File: src/rtl/servant_spi_ram_responder_pkg.sv
`default_nettype none
// ============================================================================
// Module : servant_spi_ram_responder_pkg
// Brief  : Shared opcodes, FSM state encoding and bit-count limits for the
//          SPI RAM responder.
// Rev    : 1.0  initial release
// ============================================================================
package servant_spi_ram_responder_pkg;

  // Opcodes shared with the SPI master side
  localparam logic [7:0] CMD_READ_DEFAULT  = 8'h03;
  localparam logic [7:0] CMD_WRITE_DEFAULT = 8'h02;

  // Last bit index of each frame field (bit counter counts 0..N)
  localparam logic [4:0] CMD_BIT_LAST  = 5'd7;
  localparam logic [4:0] ADDR_BIT_LAST = 5'd23;
  localparam logic [4:0] DATA_BIT_LAST = 5'd7;

  typedef enum logic [2:0] {
    ST_IDLE   = 3'd0,
    ST_CMD    = 3'd1,
    ST_ADDR   = 3'd2,
    ST_READ   = 3'd3,
    ST_WRITE  = 3'd4,
    ST_IGNORE = 3'd5
  } state_e;

endpackage
`default_nettype wire

File: src/rtl/servant_spi_sync.sv
`default_nettype none
// ============================================================================
// Module : servant_spi_sync
// Brief  : Multi-stage input synchronizer with optional rise/fall pulses
//          derived from the synchronized level.
// Rev    : 1.0  initial release
// ============================================================================
module servant_spi_sync #(
  parameter int   STAGES    = 2,
  parameter bit   EDGES     = 1'b1,
  parameter logic RESET_VAL = 1'b0
) (
  input  logic clk_i,
  input  logic rst_i,
  input  logic d_i,
  output logic level_o,
  output logic rise_o,
  output logic fall_o
);

  logic [STAGES-1:0] sync_q;

  // Shift the asynchronous input through the synchronizer chain
  always_ff @(posedge clk_i or posedge rst_i) begin
    if (rst_i) sync_q <= {STAGES{RESET_VAL}};
    else       sync_q <= {sync_q[STAGES-2:0], d_i};
  end

  assign level_o = sync_q[STAGES-1];

  generate
    if (EDGES) begin : g_edges
      logic prev_q;

      // Remember the previous synchronized level for edge detection
      always_ff @(posedge clk_i or posedge rst_i) begin
        if (rst_i) prev_q <= RESET_VAL;
        else       prev_q <= sync_q[STAGES-1];
      end

      assign rise_o =  sync_q[STAGES-1] & ~prev_q;
      assign fall_o = ~sync_q[STAGES-1] &  prev_q;
    end else begin : g_no_edges
      assign rise_o = 1'b0;
      assign fall_o = 1'b0;
    end
  endgenerate

endmodule
`default_nettype wire

File: src/rtl/servant_spi_ram_responder.sv
`default_nettype none
// ============================================================================
// Module : servant_spi_ram_responder
// Brief  : SPI mode-0 target turning read/write frames into byte accesses on
//          a synchronous byte RAM. All SPI pins are oversampled on wb_clk.
// Rev    : 1.0  initial release
// ============================================================================
module servant_spi_ram_responder
  import servant_spi_ram_responder_pkg::*;
#(
  parameter int         ADDRESS_WIDTH = 18,
  parameter logic [7:0] CMD_READ      = CMD_READ_DEFAULT,
  parameter logic [7:0] CMD_WRITE     = CMD_WRITE_DEFAULT,
  parameter int         SYNC_STAGES   = 2
) (
  input  logic                     wb_clk,
  input  logic                     wb_rst,
  input  logic                     i_spi_sck,
  input  logic                     i_spi_cs_n,
  input  logic                     i_spi_mosi,
  output logic                     o_spi_miso,
  output logic [ADDRESS_WIDTH-1:0] o_ram_addr,
  output logic [7:0]               o_ram_wdata,
  output logic                     o_ram_we,
  output logic                     o_ram_re,
  input  logic [7:0]               i_ram_rdata,
  output logic                     o_busy
);

  logic w_sck_level_unused, w_sck_rise, w_sck_fall;
  logic w_cs_level, w_cs_rise, w_cs_fall_unused;
  logic w_mosi, w_mosi_rise_unused, w_mosi_fall_unused;

  servant_spi_sync #(.STAGES(SYNC_STAGES), .EDGES(1'b1), .RESET_VAL(1'b0)) u_sync_sck (
    .clk_i(wb_clk), .rst_i(wb_rst), .d_i(i_spi_sck),
    .level_o(w_sck_level_unused), .rise_o(w_sck_rise), .fall_o(w_sck_fall)
  );

  // Chip select idles deasserted so a reset never looks like a frame start
  servant_spi_sync #(.STAGES(SYNC_STAGES), .EDGES(1'b1), .RESET_VAL(1'b1)) u_sync_cs (
    .clk_i(wb_clk), .rst_i(wb_rst), .d_i(i_spi_cs_n),
    .level_o(w_cs_level), .rise_o(w_cs_rise), .fall_o(w_cs_fall_unused)
  );

  servant_spi_sync #(.STAGES(SYNC_STAGES), .EDGES(1'b0), .RESET_VAL(1'b0)) u_sync_mosi (
    .clk_i(wb_clk), .rst_i(wb_rst), .d_i(i_spi_mosi),
    .level_o(w_mosi), .rise_o(w_mosi_rise_unused), .fall_o(w_mosi_fall_unused)
  );

  state_e                   state_q, state_d;
  logic [4:0]               bitcnt_q, bitcnt_d;
  logic [ADDRESS_WIDTH-1:0] addr_q, addr_d;
  logic [7:0]               rx_q, rx_d;
  logic [7:0]               tx_q, tx_d;
  logic [7:0]               wdata_q, wdata_d;
  logic                     miso_q, miso_d;
  logic                     we_q, we_d;
  logic                     re_q, re_d;
  logic                     load_q, load_d;
  logic                     rd_cmd_q, rd_cmd_d;

  logic [7:0]               w_rx_shift;
  logic [7:0]               w_tx_cur;
  logic [ADDRESS_WIDTH-1:0] w_addr_shift;

  assign w_rx_shift   = {rx_q[6:0], w_mosi};
  assign w_addr_shift = {addr_q[ADDRESS_WIDTH-2:0], w_mosi};
  // Read data arriving this cycle takes priority over the idle TX register
  assign w_tx_cur     = load_q ? i_ram_rdata : tx_q;

  // State register and datapath registers
  always_ff @(posedge wb_clk or posedge wb_rst) begin
    if (wb_rst) begin
      state_q  <= ST_IDLE;
      bitcnt_q <= 5'd0;
      addr_q   <= '0;
      rx_q     <= 8'd0;
      tx_q     <= 8'd0;
      wdata_q  <= 8'd0;
      miso_q   <= 1'b0;
      we_q     <= 1'b0;
      re_q     <= 1'b0;
      load_q   <= 1'b0;
      rd_cmd_q <= 1'b0;
    end else begin
      state_q  <= state_d;
      bitcnt_q <= bitcnt_d;
      addr_q   <= addr_d;
      rx_q     <= rx_d;
      tx_q     <= tx_d;
      wdata_q  <= wdata_d;
      miso_q   <= miso_d;
      we_q     <= we_d;
      re_q     <= re_d;
      load_q   <= load_d;
      rd_cmd_q <= rd_cmd_d;
    end
  end

  // Next-state logic: frame decoding, counters, shift registers and strobes
  always_comb begin
    state_d  = state_q;
    bitcnt_d = bitcnt_q;
    addr_d   = we_q ? addr_q + ADDRESS_WIDTH'(1) : addr_q;
    rx_d     = rx_q;
    tx_d     = w_tx_cur;
    wdata_d  = wdata_q;
    miso_d   = miso_q;
    we_d     = 1'b0;
    re_d     = 1'b0;
    load_d   = re_q;
    rd_cmd_d = rd_cmd_q;

    if (w_cs_rise) begin
      // End of frame wins over any coincident SCK edge
      state_d  = ST_IDLE;
      bitcnt_d = 5'd0;
      miso_d   = 1'b0;
      load_d   = 1'b0;
    end else begin
      case (state_q)
        ST_IDLE: begin
          if (!w_cs_level) begin
            state_d  = ST_CMD;
            bitcnt_d = 5'd0;
            rx_d     = 8'd0;
          end
        end
        ST_CMD: begin
          if (w_sck_rise) begin
            rx_d = w_rx_shift;
            if (bitcnt_q == CMD_BIT_LAST) begin
              bitcnt_d = 5'd0;
              if (w_rx_shift == CMD_READ) begin
                rd_cmd_d = 1'b1;
                state_d  = ST_ADDR;
              end else if (w_rx_shift == CMD_WRITE) begin
                rd_cmd_d = 1'b0;
                state_d  = ST_ADDR;
              end else begin
                state_d  = ST_IGNORE;
              end
            end else begin
              bitcnt_d = bitcnt_q + 5'd1;
            end
          end
        end
        ST_ADDR: begin
          if (w_sck_rise) begin
            addr_d = w_addr_shift;
            if (bitcnt_q == ADDR_BIT_LAST) begin
              bitcnt_d = 5'd0;
              rx_d     = 8'd0;
              if (rd_cmd_q) begin
                state_d = ST_READ;
                re_d    = 1'b1;
              end else begin
                state_d = ST_WRITE;
              end
            end else begin
              bitcnt_d = bitcnt_q + 5'd1;
            end
          end
        end
        ST_READ: begin
          if (w_sck_fall) begin
            miso_d = w_tx_cur[7];
            tx_d   = {w_tx_cur[6:0], 1'b0};
          end
          if (w_sck_rise) begin
            if (bitcnt_q == DATA_BIT_LAST) begin
              bitcnt_d = 5'd0;
              addr_d   = addr_q + ADDRESS_WIDTH'(1);
              re_d     = 1'b1;
            end else begin
              bitcnt_d = bitcnt_q + 5'd1;
            end
          end
        end
        ST_WRITE: begin
          if (w_sck_rise) begin
            rx_d = w_rx_shift;
            if (bitcnt_q == DATA_BIT_LAST) begin
              bitcnt_d = 5'd0;
              wdata_d  = w_rx_shift;
              we_d     = 1'b1;
            end else begin
              bitcnt_d = bitcnt_q + 5'd1;
            end
          end
        end
        ST_IGNORE: begin
          miso_d = 1'b0;
        end
        default: begin
          state_d = ST_IDLE;
        end
      endcase
    end
  end

  assign o_spi_miso  = miso_q;
  assign o_ram_addr  = addr_q;
  assign o_ram_wdata = wdata_q;
  assign o_ram_we    = we_q;
  assign o_ram_re    = re_q;
  assign o_busy      = ~w_cs_level;

endmodule
`default_nettype wire
File: config.mk
export PLATFORM = sky130hd
export DESIGN_NAME = servant_spi_ram_responder
export DESIGN_NICKNAME = d
export VERILOG_FILES = /design/src/rtl/servant_spi_ram_responder_pkg.sv /design/src/rtl/servant_spi_sync.sv /design/src/rtl/servant_spi_ram_responder.sv
export SDC_FILE = /design/constraint.sdc
export NUM_CORES = 1
export LEC_CHECK = 0
export CORE_UTILIZATION = 45
export DETAILED_ROUTE_END_ITERATION = 16
export PLACE_DENSITY_LB_ADDON = 0.1
export REMOVE_ABC_BUFFERS = 1
export SLEW_MARGIN = 20
export SYNTH_ARGS = -nofsm -noshare
export SYNTH_HDL_FRONTEND = slang
export SYNTH_SLANG_ARGS = --single-unit
File: constraint.sdc
create_clock -name wb_clk -period 1.85 [get_ports wb_clk]
set_input_delay 0.37 -clock wb_clk [delete_from_list [all_inputs] [get_ports wb_clk]]
set_output_delay 0.37 -clock wb_clk [all_outputs]
set_load 0.02 [all_outputs]
; Yosys cells after proc, flatten, opt, wreduce, memory -nomap -nowiden
; Cells that the tools add are included.
[classes]
muxes = 47
reduce_logical = 14
eq_ne = 21
bitwise_logic = 8
n_addsub = 2
[ops]
columns = operator, n
row1 = 2-to-1 mux 18 bit, 5
row2 = one-hot mux 18 bit (2 select lines), 1
row3 = 2-to-1 mux 8 bit, 4
row4 = 2-to-1 mux 5 bit, 6
row5 = 2-to-1 mux 7 bit, 4
row6 = 2-to-1 mux 3 bit, 9
row7 = one-hot mux 7 bit (3 select lines), 1
row8 = "adder 18 x 1 -> 18 bit, second input constant", 1
row9 = "== test 8 x 2 -> 1 bit, second input constant", 2
row10 = one-hot mux 5 bit (3 select lines), 1
row11 = 2-to-1 mux 1 bit, 13
row12 = "!= test 3 x 1 -> 1 bit, second input constant", 4
row13 = one-hot mux 3 bit (4 select lines), 1
row14 = AND reduction 6 bit, 2
row15 = "!= test 3 x 2 -> 1 bit, second input constant", 3
row16 = AND reduction 4 bit, 2
row17 = "== test 3 x 2 -> 1 bit, second input constant", 2
row18 = "== test 3 bit, second input constant", 2
row19 = "!= test 2 x 1 -> 1 bit, second input constant", 3
row20 = nonzero test 3 bit, 2
row21 = OR reduction 3 bit, 2
row22 = "adder 5 x 1 -> 5 bit, second input constant", 1
row23 = "== test 5 x 3 -> 1 bit, second input constant", 1
row24 = "== test 5 bit, second input constant", 1
row25 = other kinds (11), 19
[word_totals]
inputBits = 13
reg_bits = 62
elab_cells = 108
output_inout_bits = 30

; Longest topological paths before layout
; Gate-level depths: netlist of the first run.
[logic_depth]
depth_word = 7
ltp_mapped = 8

; Cells and area by module
; A second synthesis of the first run with hierarchy kept.
[unflattened]
hier_cells = 401
hier_area_um2 = 3833.7
[by_module_without_submodules]
columns = module, area_each_um2, cells_each, n_inst, seq_area_each_um2
row1 = servant_spi_ram_responder, 3569.7, 383, 1, 1351.3
row2 = servant_spi_sync at u_sync_cs, 97.6, 6, 1, 78.8
row3 = servant_spi_sync at u_sync_sck, 93.8, 6, 1, 75.1
row4 = servant_spi_sync at u_sync_mosi, 72.6, 6, 1, 50.0

; Least setup slack after synthesis of the first run
; Ideal clock, no wire load.
[synth_timing]
path_kind = flip-flop to flip-flop
startpoint = register addr_q[0] (netlist: o_ram_addr[0])
endpoint = register addr_q[16] (netlist: o_ram_addr[16])
synth_period_minus_slack_ns = 2.057
stages_incl_launch_ff = 8
slack_ns = -0.207
t_arrival_ns = 1.991
setup_time_ns = 0.066
cell_sequence = dfrtp_1 > ha_1 > and3_1 > buf_2 > nand4_1 > or4_1 > nand3_1 > a22o_1
[synth_via]
elab_chain_cells = 6
word_cells_on_any_way = 7
classes_between = add/sub (1) / mux (6)
[synth_rtl]
columns = element, line_no
row1 = start: declaration, servant_spi_ram_responder.sv:52  ; logic [ADDRESS_WIDTH-1:0] addr_q, addr_d;
row2 = start signal: assignment, servant_spi_ram_responder.sv:88  ; addr_q <= addr_d;
row3 = adder 18 x 1 -> 18 bit (*), "servant_spi_ram_responder.sv:104, servant_spi_ram_responder.sv:173"
row4 = 2-to-1 mux 18 bit, servant_spi_ram_responder.sv:104  ; addr_d = we_q ? addr_q + ADDRESS_WIDTH'(1) : addr_q;
row5 = 2-to-1 mux 18 bit, servant_spi_ram_responder.sv:171  ; if (bitcnt_q == DATA_BIT_LAST) begin
row6 = 2-to-1 mux 18 bit, servant_spi_ram_responder.sv:170  ; if (w_sck_rise) begin
row7 = one-hot mux 18 bit (2 select lines), servant_spi_ram_responder.sv:121  ; case (state_q)
row8 = 2-to-1 mux 18 bit (*), servant_spi_ram_responder.sv:114  ; if (w_cs_rise) begin
row9 = named net addr_d[16], servant_spi_ram_responder.sv:52
; Mark *: on every way through the listed nets, which the timed path passes. The rest lies on a longest branch.
; A chain may end at the register's enable or synchronous reset.

; Worst setup path in the final report of the first run
[layout_timing]
startpoint = register bitcnt_q[0]
endpoint = register rx_q[3]
[layout_via]
elab_chain_cells = 3
[layout_rtl]
columns = element, line_no
row1 = start: declaration, servant_spi_ram_responder.sv:51  ; logic [4:0] bitcnt_q, bitcnt_d;
row2 = start signal: assignment, servant_spi_ram_responder.sv:87  ; bitcnt_q <= bitcnt_d;
row3 = == test 5 bit, servant_spi_ram_responder.sv:151  ; if (bitcnt_q == ADDR_BIT_LAST) begin
row4 = != test 2 bit (no line), n/a
row5 = AND reduction 6 bit (no line), n/a
row6 = end signal: assignment, servant_spi_ram_responder.sv:89  ; rx_q <= rx_d;
row7 = end: declaration, servant_spi_ram_responder.sv:53  ; logic [7:0] rx_q, rx_d;
; No other way between the ends.

==> flow_metrics.env, run 1 <==
export IMPL_status="finished with violations"
export IMPL_violations="setup timing"
export IMPL_critPathSlowestCell="dfrtp_1"
export IMPL_rsz0062_at_grt="yes"
export IMPL_numCtsBuffers=9
export IMPL_grt_max_degree=63
export IMPL_diodes=0
export IMPL_num_rows=32
export IMPL_via_per_inst=5.63
export IMPL_endpoint_kind="flop"
export IMPL_wirelength_um=9530
export IMPL_num_io_pins=43
export IMPL_clk_pin_slew_ns=0.08
export IMPL_stdcell_area_um2=5210
export IMPL_syn_to_final_growth_pct=46.0
export IMPL_crit_type="reg -> reg"
export IMPL_start_util=0.465
export IMPL_synth_enable_flop_cells=0
export IMPL_synth_cells=337
export IMPL_synth_seq_cells=62
export IMPL_grt_pass1_vias=3126
export IMPL_die_h_um=91.1
export IMPL_die_w_um=91.1
export IMPL_root_buffer="clkbuf_8"
export IMPL_drt_initial_drc_count=170
export IMPL_path_buf_inv=1
export IMPL_drt_met1_wl_um=4500
export IMPL_leakage_uw=0.00236
export IMPL_cts_tree="done"
export IMPL_wl_met2_um=4500
export IMPL_place_congestion=0.885
export IMPL_crit_fanout=6
export IMPL_dpl_worst_slack_ns=-0.215
export IMPL_hold_path_depth=0
export IMPL_finalCriticalPeriod_ns=1.95
export IMPL_antenna_found_initial=0
export IMPL_hold_slack_ns=0.354
export IMPL_fin_nets=475
export IMPL_place_hpwl_um=6120
export IMPL_wire_per_inst_um=16.8
export IMPL_timing_final_ws_setup_ns=-0.0992
export IMPL_drc=0
export IMPL_fin_worst_skew_ns=0.0148
export IMPL_slew_limit_headroom=0.684
export IMPL_p_total_uw=4530
export IMPL_worst_path_largest_cell_delay_ns=0.39
export IMPL_vias=3195
export IMPL_ff2ff_setup_slack_ns=-0.1
export IMPL_netlist_area_um2=3570
export IMPL_dpl_cell_area_um2=4530
export IMPL_portBuffers=42
export IMPL_hold_class="reg -> reg"
export IMPL_synth_cell_types=72
export IMPL_dieArea_um2=8300
export IMPL_cp_cell_sequence="ha_4 -> buf_6 -> and4b_2 -> a311oi_4 -> nor3_4 -> mux2_2"
export IMPL_drive_gt1_frac=0.422
export IMPL_core_area_um2=7690
export IMPL_p_per_area_nw_per_um2=869
export IMPL_maxCapViolations=0
export IMPL_top_layer="met4"
export IMPL_firstDrtPassIters=4
export IMPL_r2r_cells=6
export IMPL_cts_buffer_depth=2
export IMPL_arrival_ns=2.19
export IMPL_cts_num_sinks=62
export IMPL_cts_hold_buf=0
export IMPL_cts_max_level=3
export IMPL_start_kind="flop"
export IMPL_postRouteAntennaNets=0
export IMPL_ys_async_sr_fraction=1.00
export IMPL_ys_seq_area_frac=0.436
export IMPL_drv_slew=0
export IMPL_ir_drop_v=0.000518
export IMPL_fillers=619
export IMPL_syn_avg_cell_area_um2=10.6
export IMPL_hold_viol_final=0
export IMPL_finalSetupViolations=15
export IMPL_fmax_mhz=513
export IMPL_yosys_most_used_dff="dfrtp_1"
export IMPL_gr_total_overflow=0
export IMPL_crit_cells=6
export IMPL_insertion_delay_ns=0.35
export IMPL_synth_warnings=0
export IMPL_grt_pass1_wl_um=15300
export IMPL_r2r_end="rx_q[3]"
export IMPL_route_met3_wl_um=342
export IMPL_fin_crit_sh=1.05
export IMPL_grt_util_all_layers=0.231
export IMPL_critical_path_required_ns=2.09
export IMPL_hp_start="u_sync_mosi.sync_q[0]"
export IMPL_worst_pin_slew_ns=0.473
export IMPL_crit_family="simple AND/OR/NAND/NOR gates"
export IMPL_final_util=0.678
export IMPL_timing_rr_start="bitcnt_q[0]"
export IMPL_whs_endpoint="u_sync_mosi.sync_q[1]"
-- report_power, final --
group | internal (uW) | switching [uW]
Clock | 626 | 583
Sequential | 1460 | 112
Combinational | 909 | 839
-- worst max-delay path by stage --
| stage | to | slack [ns] | start |
|---|---|---|---|
| 3_5_place_dp | o_ram_addr[13] | -0.22 | bitcnt_q[0] |
| 3_3_place_gp | o_ram_addr[13] | -0.14 | bitcnt_q[0] |
| 6_report | rx_q[3] | -0.1 | bitcnt_q[0] |
| 2_1_floorplan | o_ram_addr[13] | -0.62 | bitcnt_q[0] |
| 5_1_grt | rx_q[3] | -0.17 | bitcnt_q[1] |
| 4_1_cts | o_ram_addr[13] | -0.14 | bitcnt_q[1] |
-- worst register-to-register path, cell delays in order (launching register included) --
cell and delay, ns:
dfrtp_1 0.39, ha_4 0.17, buf_6 0.10, and4b_2 0.33, a311oi_4 0.14, nor3_4 0.33
mux2_2 0.39
-- cell usage after synthesis, drive strengths merged, types with 3 or more instances --
cell type / instances / area share
dfrtp: 59 / 0.41
nand2: 29 / 0.030
nor2: 18 / 0.019
o21ai: 18 / 0.026
nand3: 14 / 0.020
nor3: 14 / 0.025
buf: 13 / 0.029
clkbuf: 12 / 0.022
mux2: 12 / 0.038
inv: 10 / 0.011
a21oi: 9 / 0.013
o22ai: 9 / 0.016
mux2i: 8 / 0.022
xor2: 8 / 0.020
a22oi: 7 / 0.015
mux4: 7 / 0.044
o311ai: 6 / 0.021
and2: 5 / 0.0095
and4: 5 / 0.013
or2: 5 / 0.0088
a31oi: 4 / 0.0070
and3: 4 / 0.0074
nand2b: 4 / 0.0070
nand4: 4 / 0.0070
o211ai: 4 / 0.0098
xnor2: 4 / 0.0098
and4b: 3 / 0.0088
dfstp: 3 / 0.022
nor3b: 3 / 0.0063
nor4: 3 / 0.011
or4: 3 / 0.0074
-- metrics by stage --
stage | cells | TNS [ns]
2_1_floorplan | 312 | -14.17
4_1_cts | 554 | -2.33
5_1_grt | 567 | -2.91
3_5_place_dp | 533 | -3.99
6_report | 567 | -0.838
3_3_place_gp | 533 | -2.50
-- final cells by class --
type | count | area [um2] | share of cell area
multi-input combinational | 241 | 2090 | 0.402
inverter | 10 | 37.5 | 0.00720
clock inverter | 7 | 73.8 | 0.0142
sequential | 62 | 1560 | 0.300
clock buffer | 9 | 124 | 0.0238
timing repair buffer | 136 | 1190 | 0.229
tap | 102 | 128 | 0.0245
-- what timing repair did --
item / in CTS / in global routing
buffers inserted: 4 / 15
gates resized for setup: 37 / 62
cloned: 1 / 1
pin swaps: 9 / 20
setup endpoints to repair: 44 / 48
hold endpoints to repair: 0 / 0
-- state kept, by name (all words and copies together) (netlist names), 2 cells and up --
| signal | cells |
|---|---|
| o_ram_wdata | 8 |
| tx_q | 8 |
| bitcnt_q | 5 |
| u_sync_sck.sync_q | 2 |
| u_sync_mosi.sync_q | 2 |
| u_sync_cs.sync_q | 2 |
| state_q | 3 |
| rx_q | 7 |
| o_ram_addr | 18 |
-- cells by family after synthesis --
kind of cell | synth area share
compound gates | 0.156
buf+inv | 0.0613
xor+xnor | 0.0294
fa+ha+maj | 0.0102
flops | 0.436
simple gates | 0.203
mux | 0.104
-- cell usage in the layout (no fill, tap or decap), drive strengths merged, types with 4 or more instances in the layout --
cell           count
nand3             14
dlymetal6s2s       8
a21oi              9
nand2b             4
nor2              18
mux4               7
inv               11
buf               94
dlygate4sd2        5
o211ai             4
nor3              14
clkdlybuf4s50     29
a22oi              7
and4               5
mux2i              8
xnor2              4
o21ai             18
xor2               8
a31oi              4
clkinv             4
dfrtp             59
or4                4
o311ai             6
nand4              4
mux2              12
or2                5
clkbuf             9
o22ai              9
nand2             29
and2               5
and3               4
-- layer usage --
layer,GRT usage,vias up
li1,-,1504
met1,0.322,1600
met2,0.367,70
met3,0.0377,21
met4,0.0767,0
met5,0,-
(Power assumes the default switching activity.)
==> run 2, diff against run 1 <==
--- a/config.mk
+++ b/config.mk
@@ -7,7 +7,7 @@
 export LEC_CHECK = 0
 export CORE_UTILIZATION = 45
 export DETAILED_ROUTE_END_ITERATION = 16
-export PLACE_DENSITY_LB_ADDON = 0.1
+export PLACE_DENSITY_LB_ADDON = 0.25
 export REMOVE_ABC_BUFFERS = 1
 export SLEW_MARGIN = 20
 export SYNTH_ARGS = -nofsm -noshare
==> run 2 against run 1 <==
Clock-buffer cell count unchanged. Via count increased by 2.3%. Hold slack got worse by 0.0039 ns. First-iteration DRC count decreased by 0.59%. Core utilization increased by 0.13 points. Global-route usage increased by 0.53 points. The run still ends with setup timing left. Sequential cell count unchanged. Register-to-register slack got worse by 0.02 ns. Combinational power about the same. Wire length increased by 3.3%. Sequential power about the same. Critical path type unchanged. Setup slack got worse by 0.022 ns.
==> flow_metrics.env, run 2 (same netlist as run 1, synthesis figures left out) <==
export IMPL_insertion_delay_ns=0.35
export IMPL_hold_class="reg -> reg"
export IMPL_place_congestion=0.854
export IMPL_die_h_um=91.1
export IMPL_arrival_ns=2.21
export IMPL_drc=0
export IMPL_rsz0062_at_grt="yes"
export IMPL_firstDrtPassIters=4
export IMPL_vias=3268
export IMPL_cp_cell_sequence="ha_2 -> nand4bb_1 -> buf_6 -> or4_4 -> nand2_2 -> nand3_1 -> a22o_1"
export IMPL_postRouteAntennaNets=0
export IMPL_numCtsBuffers=9
export IMPL_ff2ff_setup_slack_ns=-0.12
export IMPL_critPathSlowestCell="or4_4"
export IMPL_root_buffer="clkbuf_8"
export IMPL_r2r_cells=7
export IMPL_grt_pass1_wl_um=15600
export IMPL_portBuffers=42
export IMPL_diodes=0
export IMPL_status="finished with violations"
export IMPL_antenna_found_initial=0
export IMPL_num_io_pins=43
export IMPL_start_util=0.465
export IMPL_cts_hold_buf=0
export IMPL_path_buf_inv=1
export IMPL_final_cells=567
export IMPL_crit_fanout=7
export IMPL_timing_final_ws_setup_ns=-0.121
export IMPL_clk_pin_slew_ns=0.08
export IMPL_fin_worst_skew_ns=0.00685
export IMPL_fmax_mhz=507
export IMPL_hold_viol_final=0
export IMPL_p_total_uw=4570
export IMPL_grt_pass1_vias=3110
export IMPL_finalSetupViolations=22
export IMPL_wirelength_um=9850
export IMPL_p_per_area_nw_per_um2=875
export IMPL_gr_total_overflow=0
export IMPL_place_hpwl_um=6120
export IMPL_drt_initial_drc_count=169
export IMPL_wire_per_inst_um=17.4
export IMPL_largest_reg_flops=18
export IMPL_final_util=0.679
export IMPL_cts_buffer_depth=2
export IMPL_startpoint="bitcnt_q[0]"
export IMPL_ff_latch_area_um2=1560
export IMPL_cts_tree="done"
export IMPL_grt_util_all_layers=0.236
export IMPL_fin_nets=475
export IMPL_start_kind="flop"
export IMPL_cts_max_level=3
export IMPL_via_per_inst=5.76
export IMPL_stdcell_area_um2=5220
export IMPL_die_w_um=91.1
export IMPL_drive_gt1_frac=0.437
export IMPL_crit_family="simple AND/OR/NAND/NOR gates"
export IMPL_grt_max_degree=38
export IMPL_syn_to_final_growth_pct=46.3
export IMPL_fin_crit_sh=1.07
export IMPL_critical_path_required_ns=2.09
export IMPL_timing_rr_start="bitcnt_q[0]"
export IMPL_dieArea_um2=8300
export IMPL_worst_pin_slew_ns=0.489
export IMPL_r2r_end="o_ram_addr[16]"
export IMPL_dp_cells=533
export IMPL_core_area_um2=7690
export IMPL_maxCapViolations=0
export IMPL_leakage_uw=0.00235
export IMPL_worst_path_largest_cell_delay_ns=0.55
export IMPL_num_rows=32
export IMPL_crit_cells=7
export IMPL_final_common_cell="buf_4"
export IMPL_cts_num_sinks=62
export IMPL_endpoint_kind="flop"
export IMPL_crit_type="reg -> reg"
export IMPL_dpl_cell_area_um2=4570
export IMPL_fillers=594
export IMPL_violations="setup timing"
export IMPL_layout_common_cells="buf_4 (80), dfrtp_1 (58), nand2_1 (27), clkdlybuf4s50_1 (27), nor2_1 (16)"
export IMPL_slew_limit_headroom=0.674
export IMPL_finalCriticalPeriod_ns=1.97
export IMPL_drv_slew=0
export IMPL_ir_drop_v=0.000545
export IMPL_critPathCapture="o_ram_addr[16]"
export IMPL_multi_input_area_um2=2090
run 2: final cells by class:
type,count,area share
multi-input cells,241,0.399
flip-flops and latches,62,0.298
repair buffers,136,0.233
well taps,102,0.0244
clock buffers,9,0.0237
clock inverters,7,0.0141
inverters,10,0.00719
run 2: worst min path at each step:
stage,start,end,slack [ns],cells after the start
after floorplan,u_sync_mosi.sync_q[0],u_sync_mosi.sync_q[1],0.33,0
after detailed placement,u_sync_mosi.sync_q[0],u_sync_mosi.sync_q[1],0.33,0
after CTS,u_sync_mosi.sync_q[0],u_sync_mosi.sync_q[1],0.35,0
after global placement,u_sync_mosi.sync_q[0],u_sync_mosi.sync_q[1],0.33,0
final,u_sync_mosi.sync_q[0],u_sync_mosi.sync_q[1],0.35,0
after global routing,u_sync_mosi.sync_q[0],u_sync_mosi.sync_q[1],0.35,0
run 2: power by group:
part           internal, uW  leakage, uW  switching [uW]
Clock                   626    0.0000996             595
Combinational           903      0.00141             880
Sequential             1460     0.000837             104
Total                  2990      0.00235            1580
run 2: what timing repair did:
item	CTS	global route
setup endpoints to repair	43	53
cloned	1	0
gates resized for setup	38	61
buffers inserted	6	12
pin swaps	16	13
run 2: routing by layer:
layer  global-route usage  wire, um  vias to the layer above
li1                     -         -                     1502
met1                0.342      4460                     1644
met2                0.357      4780                      105
met3               0.0335       416                       17
met4               0.0926       193                        0
met5                    0         0                        -
run 2: per-stage QoR:
stage,hold slack (ns),setup slack (ns),setup TNS [ns]
after floorplan,0.331,-0.620,-14.17
after global placement,0.333,-0.191,-2.89
after detailed placement,0.335,-0.219,-3.80
after CTS,0.352,-0.154,-1.04
after global routing,0.354,-0.194,-3.79
final,0.350,-0.121,-1.05
